**config.mk**
```make
export PLATFORM = sky130hd
export DESIGN_NAME = debounce
export DESIGN_NICKNAME = d
export VERILOG_FILES = /design/src/rtl/debounce_pkg.sv /design/src/rtl/debounce_sync_chain.sv /design/src/rtl/debounce.sv
export SDC_FILE = /design/constraint.sdc
export NUM_CORES = 1
export LEC_CHECK = 0
export ABC_CLOCK_PERIOD_IN_PS = 1900
export CORE_MARGIN = 1.5
export CORE_UTILIZATION = 53
export CTS_CLUSTER_DIAMETER = 40
export DETAILED_ROUTE_END_ITERATION = 12
export PLACE_DENSITY = 0.69
export SYNTH_ARGS = -nofsm -noshare
export SYNTH_HDL_FRONTEND = slang
export SYNTH_SLANG_ARGS = --single-unit
```
**constraint.sdc**
```tcl
create_clock -name clk -period 1.9 [get_ports clk]
set_clock_uncertainty 0.05 [all_clocks]
set_input_delay 0.38 -clock clk [delete_from_list [all_inputs] [get_ports clk]]
set_output_delay 0.38 -clock clk [all_outputs]
set_load 0.01 [all_outputs]
```
**src/rtl/debounce_pkg.sv**
```systemverilog
// Shared types and defaults for the button/switch debouncer.
package debounce_pkg;

  localparam int unsigned DEFAULT_STABLE_CYCLES = 1_000_000;  // 10 ms at 100 MHz
  localparam int unsigned DEFAULT_SYNC_STAGES   = 2;

  typedef enum logic [0:0] {
    STABLE  = 1'b0,
    PENDING = 1'b1
  } state_e;

endpackage

```
**src/rtl/debounce_sync_chain.sv**
```systemverilog
// SYNC_STAGES-deep flop chain bringing an asynchronous level into the clk domain.
module sync_chain #(
  parameter int unsigned SYNC_STAGES = 2
) (
  input  logic clk,
  input  logic rst,
  input  logic d,
  output logic q
);

  logic [SYNC_STAGES-1:0] ff;

  always_ff @(posedge clk) begin
    if (!rst) ff <= '0;
    else      ff <= {ff[SYNC_STAGES-2:0], d};
  end

  assign q = ff[SYNC_STAGES-1];

endmodule

```
**src/rtl/debounce.sv**
```systemverilog
// Debouncer: clean_out follows the synchronized input only after it has held a
// new level for STABLE_CYCLES consecutive clocks.
module debounce
  import debounce_pkg::*;
#(
  parameter int unsigned STABLE_CYCLES = DEFAULT_STABLE_CYCLES,
  parameter int unsigned SYNC_STAGES   = DEFAULT_SYNC_STAGES
) (
  input  logic clk,
  input  logic rst,
  input  logic bouncey_in,
  output logic clean_out
);

  localparam int unsigned CW = $clog2(STABLE_CYCLES + 1);
  // The clock that would bring cnt to STABLE_CYCLES is the one that toggles,
  // so cnt itself tops out at STABLE_CYCLES-1 and can never wrap.
  localparam logic [CW-1:0] LAST = CW'(STABLE_CYCLES - 1);

  logic          sync_q;
  state_e        state;
  logic [CW-1:0] cnt;

  sync_chain #(.SYNC_STAGES(SYNC_STAGES)) u_sync (
    .clk (clk),
    .rst (rst),
    .d   (bouncey_in),
    .q   (sync_q)
  );

  always_ff @(posedge clk) begin
    if (!rst) begin
      state     <= STABLE;
      cnt       <= '0;
      clean_out <= 1'b0;
    end else begin
      case (state)
        STABLE: begin
          if (sync_q != clean_out) begin
            state <= PENDING;
            cnt   <= CW'(1);
          end
        end
        PENDING: begin
          if (sync_q == clean_out) begin
            state <= STABLE;
            cnt   <= '0;
          end else if (cnt >= LAST) begin
            clean_out <= sync_q;
            state     <= STABLE;
            cnt       <= '0;
          end else begin
            cnt <= cnt + 1'b1;
          end
        end
        default: begin
          state <= STABLE;
          cnt   <= '0;
        end
      endcase
    end
  end

endmodule

```
Word level (Yosys, flattened, before mapping)
Index checks and enable logic that the tools add are counted.
{"block": "word_totals", "register_bits": 24, "inputBits": 3, "out_inout_bits": 1, "wordCells": 20}
{"block": "op_classes", "add_sub_neg": 1, "n_lt_le_gt_ge": 1, "eq_ne": 3, "mux": 8, "bitwise_logic": 2, "reduce_logical": 1}
{"op": "$mux W20", "count": 3}
{"op": "$pmux W20 S2", "count": 1}
{"op": "$add A20 B1 Y20 const B", "count": 1}
{"op": "$ge A20 B20 Y1 const B", "count": 1}
{"op": "$mux W1", "count": 3}
{"op": "$reduce_and A3 Y1", "count": 1}
{"op": "$ne A2 B2 Y1 const B", "count": 1}
{"op": "$not A1 Y1", "count": 2}
{"op": "$pmux W1 S2", "count": 1}
{"op": "$eq A1 B1 Y1", "count": 1}
{"op": "$ne A1 B1 Y1", "count": 1}

Depth between registers and ports, before layout
Gate-level depths: netlist of the first run.
{"block": "logic_depth", "word_depth": 4, "mapped_depth": 8}

Cells and area by module
Synthesis of the first run repeated with hierarchy kept, for this count alone.
{"block": "hier_totals", "cells_unflattened": 141, "area_unflattened_um2": 1267.5}
{"module": "debounce", "instances": 1, "cells_per_inst": 137, "area_each_um2": 1214.9, "seq_area_each_um2": 440.4}
{"module": "sync_chain", "instances": 1, "cells_per_inst": 4, "area_each_um2": 52.6, "seq_area_each_um2": 40.0}

Worst setup path before layout of the first run
Ideal clock, no wire load.
{"block": "synth_path", "path_type": "reg-to-reg", "from": "reg cnt[0]", "to": "reg cnt[18]", "setup_ns": 0.062, "t_arrival_ns": 1.684, "required_time_ns": 1.788, "slack_ns": 0.104, "path_stages_with_launch": 7, "path_buffers": 0, "path_cell_list": "dfxtp_1 > ha_1 > nand3_4 > nor3b_4 > nand3_1 > or4_1 > nand3_1"}
{"block": "synth_via", "elab_chain_len": 4, "word_cells_on_any_way": 5, "classes_between": "1 x add/sub; 1 x order compare; 3 x mux"}
{"item": "start: declaration", "line": "debounce.sv:22", "text": "logic [CW-1:0] cnt;"}
{"item": "start signal: assignment", "line": "debounce.sv:53", "text": "cnt <= cnt + 1'b1;"}
{"item": "$add A20 B1 Y20 / $ge A20 B20 Y1 (equally long branches)", "line": "debounce.sv:53, debounce.sv:48"}
{"item": "$mux W20 (*)", "line": "debounce.sv:48", "text": "end else if (cnt >= LAST) begin"}
{"item": "$mux W20 (*)", "line": "debounce.sv:45", "text": "if (sync_q == clean_out) begin"}
{"item": "$pmux W20 S2 (*)", "line": "debounce.sv:37", "text": "case (state)"}
Every way passes the cells marked *; elsewhere a longest branch is shown, timed or not.
A chain may end at the register's enable or synchronous reset.

Final worst setup path of the first run
{"block": "layout_path", "from": "reg cnt[1]", "to": "reg cnt[18]"}
Same word-level chain as after synthesis.

==> flow_summary.json, run 1 <==
{
  "hold_depth": 1,
  "clk_latency_ns": 0.31,
  "worstSetupPathType": "flop to flop",
  "p_clk_share_pct": 28.4,
  "irDropWorstVdd_uv": 410,
  "synth_nets": 149,
  "min-delay-start": "u_sync.ff[0]$_SDFF_PN0_",
  "std_cell_rows": 17,
  "finalPower_uw": 781,
  "crit_path_top_delay_cell": "or4_1",
  "ctsResizeCount": 0,
  "grt_pass1_wl_um": 4490,
  "seqPwrFrac_pct": 65.8,
  "antenna_found_initial": 0,
  "synth_mux_area_share_pct": 0.799,
  "utilization_pct": 62.9,
  "routabilityCongestion": 0.793,
  "cts_tree": "done",
  "vias": 1122,
  "drc": 0,
  "hpwl_um": 1790,
  "max_clock_freq_mhz": 559,
  "drtPass1Iterations": 5,
  "slew_viol_final": 0,
  "swShare_pct": 22.8,
  "cts-root-buf": "clkbuf_4",
  "post_drt_wl_per_cell_um": 13.6,
  "worstSetupStartpoint": "cnt[1]$_SDFFE_PN0P_",
  "whs_endpoint": "u_sync.ff[1]$_SDFF_PN0_",
  "antenna_left": 0,
  "synth_warnings": 0,
  "cp-end-kind": "flop",
  "viasPerCell": 6.10,
  "fin_crit_sh_pct": 94.1,
  "ff2ff_path_depth": 6,
  "synth_compound_area_share_pct": 23.5,
  "cts_buffers": 3,
  "drive_gt1_share_pct": 16.7,
  "dieArea_mm2": 0.00266,
  "r2r-start": "cnt[1]$_SDFFE_PN0P_",
  "synth-main-ff-cell": "dfxtp_1",
  "p_int_uw": 603,
  "synth_area_mm2": 0.00125,
  "synth_xor_area_share_pct": 3.40,
  "ys_seq_elements": 24,
  "rsz0062_at_grt": "true",
  "final_hold_viol_count": 0,
  "finalSetupViolations": 0,
  "port_buffers": 3,
  "power_leakage_nw": 0.534,
  "r2r-end": "cnt[18]$_SDFFE_PN0P_",
  "post_cts_buffers": 0,
  "cts_buffer_depth": 2,
  "die_h_um": 51.6,
  "hold_buffers": 0,
  "initial_core_util_pct": 56.6,
  "num_antenna_cells": 0,
  "layout_common_cells": "24 x dfxtp_1, 21 x nand2_1, 13 x buf_4, 10 x a31oi_1, 8 x nand3_1",
  "grt_pass1_vias": 1051,
  "io_pins": 4,
  "cpPeakStageDelay_ns": 0.49,
  "fin_crit_ns": 1.79,
  "nets": 162,
  "crit_family": "simple AND/OR/NAND/NOR gates",
  "worst_ep_arrival_time_ns": 2.00,
  "power_density_mw_per_mm2": 561,
  "synthSimpleGateAreaFrac_pct": 27.2,
  "clock-sinks": 24,
  "track_usage_pct": 22.3,
  "grt_max_degree": 13,
  "path_clk_slew_ns": 0.13,
  "required_ns": 2.11,
  "crit_chain": "ha_2 > nand3_4 > nor3b_4 > nand3_1 > or4_1 > nand3_1",
  "ys_types": 43,
  "cap_violations": 0,
  "crit_path_start_kind": "flop",
  "synthAdderAreaFrac_pct": 0.999,
  "synthCells": 145,
  "power_switching_uw": 178,
  "area_growth_pct": 11.1,
  "relSlewSlack_pct": 74.2,
  "wl_um": 2500,
  "first_iter_violations": 16,
  "synth_top_family_by_area": "simple AND/OR/NAND/NOR gates",
  "cpMostUsedCell": "nand3_1",
  "syn_avg_cell_area_um2": 8.64,
  "ys_seq_area_share_pct": 38.4,
  "comb_power_share_pct": 5.9,
  "path_max_fanout": 5,
  "hp-class": "flop to flop",
  "layout_commonest_cell": "dfxtp_1",
  "async_reset_ff_share_pct": 0,
  "die_w_um": 51.6,
  "coreArea_mm2": 0.00221,
  "status": "complete, no violations",
  "htree_levels": 1,
  "grt-ovfl-total": 0,
  "rrSetupSlack_ns": 0.11,
  "synth_edf_count": 0,
  "critical_path_buf_inv_count": 0,
  "worst_pin_slew_ns": 0.386,
  "num-fill-cells": 215
}
## layer usage
metal | part of all wire, % | wire length [um] | global-route usage (%) | vias up
met3 | 2.4 | 61 | 3.45 | 2
li1 | - | - | - | 567
met2 | 46 | 1150 | 36.5 | 16
met1 | 51 | 1270 | 29.6 | 537
met5 | 0 | 0 | 0 | -
met4 | 0.68 | 17 | 7.89 | 0
## area by class of cell
| cell class | count | area [um^2] | share of cell area, % |
|---|---|---|---|
| Clock buffer | 3 | 22.5 | 1.62 |
| Multi-Input combinational cell | 110 | 714 | 51.3 |
| Sequential cell | 24 | 480 | 34.5 |
| Timing Repair Buffer | 16 | 128 | 9.17 |
| Inverter | 3 | 11.3 | 0.809 |
| Tap cell | 28 | 35.0 | 2.52 |
## sequential cells by signal (all words and copies together), names as in the netlist
name	count
clean_out	1
state	1
cnt	20
u_sync.ff	2
## worst max-delay path by stage
stage                      endpoint  slack (ns)  cells after the start
6_report       cnt[18]$_SDFFE_PN0P_        0.11                      6
2_1_floorplan  cnt[18]$_SDFFE_PN0P_        0.10                      6
4_1_cts        cnt[18]$_SDFFE_PN0P_        0.05                      8
3_5_place_dp    cnt[8]$_SDFFE_PN0P_       -0.09                      6
5_1_grt         cnt[4]$_SDFFE_PN0P_       -0.04                      6
3_3_place_gp   cnt[14]$_SDFFE_PN0P_       -0.04                      6
## power by group through the flow
stage	Clock [mW]	Sequential, mW	Combinational, mW
after global placement	0	0.525	0.0441
after detailed placement	0	0.525	0.0449
after floorplan	0	0.524	0.0271
after global routing	0.250	0.515	0.0514
after CTS	0.227	0.514	0.0452
final	0.222	0.514	0.0458
## cells by family (layout without fill, tap and decap cells)
group | Yosys count | in the layout
AOI/OAI and AO/OA | 42 | 42
adders and majority gates | 1 | 1
xor gates and xnor gates | 4 | 4
and+or+nand+nor | 62 | 62
buffers and inverters | 11 | 22
muxes | 1 | 1
DFF | 24 | 24
## stage by stage
step / TNS [ns] / cells / hold WS (ns) / instance area [um^2] / setup slack, ns
after floorplan: 0 / 145 / 0.362 / 1250 / 0.104
after global placement: -0.230 / 181 / 0.367 / 1350 / -0.0449
after detailed placement: -0.611 / 181 / 0.383 / 1350 / -0.0854
after CTS: 0 / 184 / 0.415 / 1380 / 0.0467
after global routing: -0.0898 / 184 / 0.442 / 1390 / -0.0440
final: 0 / 184 / 0.408 / 1390 / 0.112
## synth_stat cells (2+ instances only)
cell type	instances	area [um^2]
dfxtp_1	24	480
nand2_1	21	78.8
a31oi_1	10	62.6
nand3_1	8	40.0
a21oi_1	7	35.0
nor2_1	7	26.3
nand4_1	6	37.5
o21ai_0	6	30.0
and2_1	5	31.3
a41oi_1	4	35.0
and3_1	4	25.0
clkbuf_1	4	15.0
a22o_1	3	26.3
inv_1	3	11.3
buf_8	2	30.0
nor4_1	2	12.5
o211ai_1	2	15.0
xor2_1	2	17.5
(Power assumes the default switching activity.)
==> inputs of run 2 (changes only) <==
Settings changed: GPL_TIMING_DRIVEN set to 0, PLACE_DENSITY 0.69 to 0.79.
==> run 2 against run 1 <==
- register-to-register slack hardly changed
- worst setup slack better by 0.0085 ns
- core utilization is 0.34 points higher
- clock power is 24% higher
==> flow_summary.json, run 2 (synthesis results as in run 1) <==
{
  "clock-sinks": 24,
  "die_h_um": 51.6,
  "io_pins": 4,
  "drtPass1Iterations": 4,
  "power_switching_uw": 190,
  "swShare_pct": 22.7,
  "relSlewSlack_pct": 73.2,
  "finalSetupViolations": 0,
  "rsz0062_at_grt": "true",
  "grt_max_degree": 14,
  "cts-root-buf": "clkbuf_4",
  "viasPerCell": 6.31,
  "vias": 1136,
  "drive_gt1_share_pct": 16.4,
  "cap_violations": 0,
  "fin_crit_ns": 1.78,
  "cpPeakStageDelay_ns": 0.41,
  "p_int_uw": 645,
  "wl_um": 2590,
  "cts_buffers": 3,
  "area_growth_pct": 11.7,
  "nets": 157,
  "crit_path_start_kind": "flop",
  "post_drt_wl_per_cell_um": 14.4,
  "grt_pass1_vias": 997,
  "cts_tree": "done",
  "comb_power_share_pct": 4.9,
  "clk_latency_ns": 0.32,
  "finalPower_uw": 835,
  "hold_buffers": 0,
  "largest_reg_flops": 20,
  "coreArea_mm2": 0.00221,
  "dieArea_mm2": 0.00266,
  "worstSetupPathType": "flop to flop",
  "worst_ep_arrival_time_ns": 1.99,
  "std_cell_rows": 17,
  "grt-ovfl-total": 0,
  "whs_ns": 0.422,
  "drc": 0,
  "cp-end-kind": "flop",
  "max_clock_freq_mhz": 562,
  "layout_commonest_cell": "nand2_1",
  "first_iter_violations": 56,
  "power_leakage_nw": 0.515,
  "slew_viol_final": 0,
  "irDropWorstVdd_uv": 596,
  "hp-class": "flop to flop",
  "antenna_found_initial": 0,
  "final_hold_viol_count": 0,
  "crit_chain": "xor2_4 > nand3_2 > o31ai_2 > buf_6 > buf_8 > nand2_1 > a31oi_1",
  "port_buffers": 3,
  "num_antenna_cells": 0,
  "required_ns": 2.11,
  "hpwl_um": 1790,
  "top_regs": "cnt (20), u_sync.ff (2)",
  "path_max_fanout": 10,
  "crit_path_top_delay_cell": "dfxtp_2",
  "initial_core_util_pct": 56.6,
  "seqPwrFrac_pct": 62.0,
  "path_clk_slew_ns": 0.13,
  "status": "complete, no violations",
  "power_density_mw_per_mm2": 597,
  "antenna_left": 0,
  "setup-tns-final_ns": 0,
  "fin_crit_sh_pct": 93.7,
  "utilization_pct": 63.2,
  "die_w_um": 51.6,
  "routabilityCongestion": 0.844,
  "num-fill-cells": 200,
  "worst_pin_slew_ns": 0.399,
  "grt_pass1_wl_um": 4380,
  "p_clk_share_pct": 33.1,
  "regMostFlops": "cnt",
  "track_usage_pct": 21.8,
  "cts_buffer_depth": 2,
  "layout_common_cells": "21 x nand2_1, 20 x dfxtp_1, 10 x a31oi_1, 8 x nand3_1",
  "htree_levels": 1
}
==> run 2: metal layers <==
metal  up-vias  GRT usage (%)  routed length [um]  part of all wire [%]
met3         4           3.45                  86                   3.3
met1       547           30.1                1230                    48
met4         0           10.5                  31                   1.2
li1        560              -                   -                     -
met5         -              0                   0                     0
met2        25           33.3                1240                    48
==> run 2: final timing paths <==
kind	from	endpoint	slack [ns]	cells after the start
setup / recovery	clean_out$_SDFFE_PN0P_	cnt[4]$_SDFFE_PN0P_	0.12	7
hold / removal	u_sync.ff[0]$_SDFF_PN0_	u_sync.ff[1]$_SDFF_PN0_	0.42	1
setup reg to reg	clean_out$_SDFFE_PN0P_	cnt[4]$_SDFFE_PN0P_	0.12	7
hold reg to reg	u_sync.ff[0]$_SDFF_PN0_	u_sync.ff[1]$_SDFF_PN0_	0.42	1
==> run 2: critical path, delay by kind of cell (launching register included) <==
kind | cells | cell delay [ns]
AOI/OAI and AO/OA | 2 | 0.48
xor gates and xnor gates | 1 | 0.24
buffers and inverters | 2 | 0.34
DFF | 1 | 0.41
and+or+nand+nor | 2 | 0.20
==> run 2: area by class of cell <==
class | instances | area, um^2 | area share [%]
clock buffer | 4 | 36.3 | 2.59
sequential | 24 | 485 | 34.7
timing repair buffer | 4 | 37.5 | 2.68
multi-input combinational | 110 | 734 | 52.5
buffer | 7 | 58.8 | 4.20
tap | 28 | 35.0 | 2.50
inverter | 3 | 11.3 | 0.805
==> run 2: power groups by stage <==
| stage | logic [mW] | clock network [mW] | registers (mW) |
|---|---|---|---|
| 6_report | 0.0411 | 0.276 | 0.517 |
| 4_1_cts | 0.0391 | 0.280 | 0.515 |
| 2_1_floorplan | 0.0271 | 0 | 0.524 |
| 3_5_place_dp | 0.0391 | 0 | 0.526 |
| 5_1_grt | 0.0467 | 0.293 | 0.518 |
| 3_3_place_gp | 0.0382 | 0 | 0.525 |
==> run 2: metrics by stage <==
stage | setup WS [ns] | instance area (um^2) | cells
2_1_floorplan | 0.104 | 1250 | 145
3_3_place_gp | -0.0939 | 1320 | 176
3_5_place_dp | -0.152 | 1320 | 176
4_1_cts | 0.00431 | 1360 | 181
5_1_grt | -0.0158 | 1400 | 180
6_report | 0.120 | 1400 | 180
==> run 2: what timing repair did <==
action                     in CTS  in global routing
setup endpoints to repair      14                 18
hold endpoints to repair        0                  0
resized for setup               1                 11
buffers inserted                1                  0
pin swaps                       1                  1
==> inputs of run 3 (changes only) <==
Settings changed: CORE_MARGIN 1.5 to 2, CTS_BUF_LIST set to sky130_fd_sc_hd__clkbuf_16, CTS_CLUSTER_SIZE set to 14.
==> run 3 against run 2 <==
- critical path type unchanged
- largest cell class unchanged
- die area increased by 3.9%
- final area is 9.8% higher
- sequential share of layout area decreased by 2.9 points
- the flow now finishes with violations (negative setup slack)
==> flow_summary.json, run 3 (synthesis results as in run 1) <==
{
  "status": "finished, violations left",
  "violations": "negative setup slack",
  "worst_pin_slew_ns": 0.387,
  "cts_buffer_depth": 2,
  "path_max_fanout": 5,
  "initial_core_util_pct": 56.1,
  "first_iter_violations": 57,
  "nets": 161,
  "setup-tns-final_ns": -0.00364,
  "irDropWorstVdd_uv": 498,
  "power_leakage_nw": 0.568,
  "drc": 0,
  "die_h_um": 52.6,
  "hp-class": "flop to flop",
  "die_w_um": 52.6,
  "max_clock_freq_mhz": 525,
  "htree_levels": 1,
  "largest_reg_flops": 20,
  "port_buffers": 3,
  "std_cell_rows": 17,
  "rsz0062_at_grt": "true",
  "hpwl_um": 1820,
  "coreArea_mm2": 0.00223,
  "wl_um": 3150,
  "track_usage_pct": 24.4,
  "dieArea_mm2": 0.00277,
  "power_density_mw_per_mm2": 760,
  "worstSetupPathType": "flop to flop",
  "path_clk_slew_ns": 0.06,
  "required_ns": 2.06,
  "multi_input_comb_area_um2": 763,
  "antenna_left": 0,
  "antenna_found_initial": 0,
  "slew_viol_final": 0,
  "finalSetupViolations": 1,
  "drive_gt1_share_pct": 21.8,
  "fin_ws_ns": -0.00364,
  "io_pins": 4,
  "cts_buffers": 3,
  "cp-end-kind": "flop",
  "drtPass1Iterations": 4,
  "relSlewSlack_pct": 74.0,
  "num_antenna_cells": 0,
  "layout_commonest_cell": "nand2_1",
  "post_drt_wl_per_cell_um": 17.1,
  "vias": 1201,
  "cts_tree": "done",
  "cts-root-buf": "clkbuf_16",
  "finalPower_mw": 1.17,
  "routabilityCongestion": 0.821,
  "fin_crit_ns": 1.90,
  "clock-sinks": 24,
  "hold_buffers": 0,
  "cap_violations": 0,
  "grt_pass1_vias": 1057,
  "num-fill-cells": 164,
  "grt-ovfl-total": 0,
  "layout_common_cells": "21 x nand2_1, 19 x dfxtp_1, 10 x a31oi_1",
  "crit_path_start_kind": "flop",
  "clk_latency_ns": 0.26,
  "regArea_um2": 489,
  "fin_crit_sh_pct": 100,
  "regMostFlops": "cnt",
  "top_regs": "cnt (20), u_sync.ff (2)",
  "viasPerCell": 6.53,
  "grt_max_degree": 15,
  "worst_ep_arrival_time_ns": 2.06,
  "area_growth_pct": 22.7,
  "grt_pass1_wl_um": 4950,
  "final_hold_viol_count": 0
}
==> run 3: worst paths after layout <==
path / from / end / slack [ns] / cells past startpoint
max: cnt[0]$_SDFFE_PN0P_ / cnt[18]$_SDFFE_PN0P_ / -0.004 / 6
min: u_sync.ff[0]$_SDFF_PN0_ / u_sync.ff[1]$_SDFF_PN0_ / 0.41 / 1
max reg2reg: cnt[0]$_SDFFE_PN0P_ / cnt[18]$_SDFFE_PN0P_ / -0.004 / 6
min reg2reg: u_sync.ff[0]$_SDFF_PN0_ / u_sync.ff[1]$_SDFF_PN0_ / 0.41 / 1
==> run 3: per-layer routing <==
layer	vias up	routed length, um	global-route usage, %
met4	0	108	9.83
met5	-	0	0
met3	13	175	3.14
li1	568	-	-
met1	574	1250	31.0
met2	46	1610	41.3
==> run 3: area by class of cell <==
cell class	count	area share, %
Buffer	6	3.75
Timing Repair Buffer	9	4.89
Tap cell	28	2.28
Sequential cell	24	31.8
Multi-Input combinational cell	110	49.7
Clock buffer	3	4.89
Inverter	3	0.733
Clock inverter	1	1.95
==> run 3: critical path: stages, from the launching register on <==
cell,delay [ns]
dfxtp_4,0.38
ha_4,0.16
nand3_4,0.12
nor3b_4,0.35
nand3_2,0.18
or4_4,0.52
nand3_1,0.09
==> run 3: repair_timing <==
| action | 4_1_cts | 5_1_grt |
|---|---|---|
| endpoints found under the setup margin | 16 | 22 |
| pin swaps | 2 | 3 |
| resized for setup | 4 | 17 |
| setup buffers | 2 | 4 |
==> run 3: power by group <==
| group | internal [mW] | leakage, nW | switching (mW) |
|---|---|---|---|
| registers | 0.508 | 0.197 | 0.00723 |
| logic | 0.0192 | 0.320 | 0.0263 |
| clock network | 0.419 | 0.0511 | 0.187 |
==> run 3: metrics by stage <==
step           cell area (um^2)  cells  setup slack (ns)  util, %  hold WS (ns)
2_1_floorplan              1250    145             0.104        -         0.362
3_3_place_gp               1320    176            -0.102     59.0         0.393
3_5_place_dp               1320    176            -0.177     59.0         0.378
4_1_cts                    1450    182          -0.00512     65.0         0.393
5_1_grt                    1540    184           -0.0991     68.8         0.431
6_report                   1540    184          -0.00364     68.8         0.414
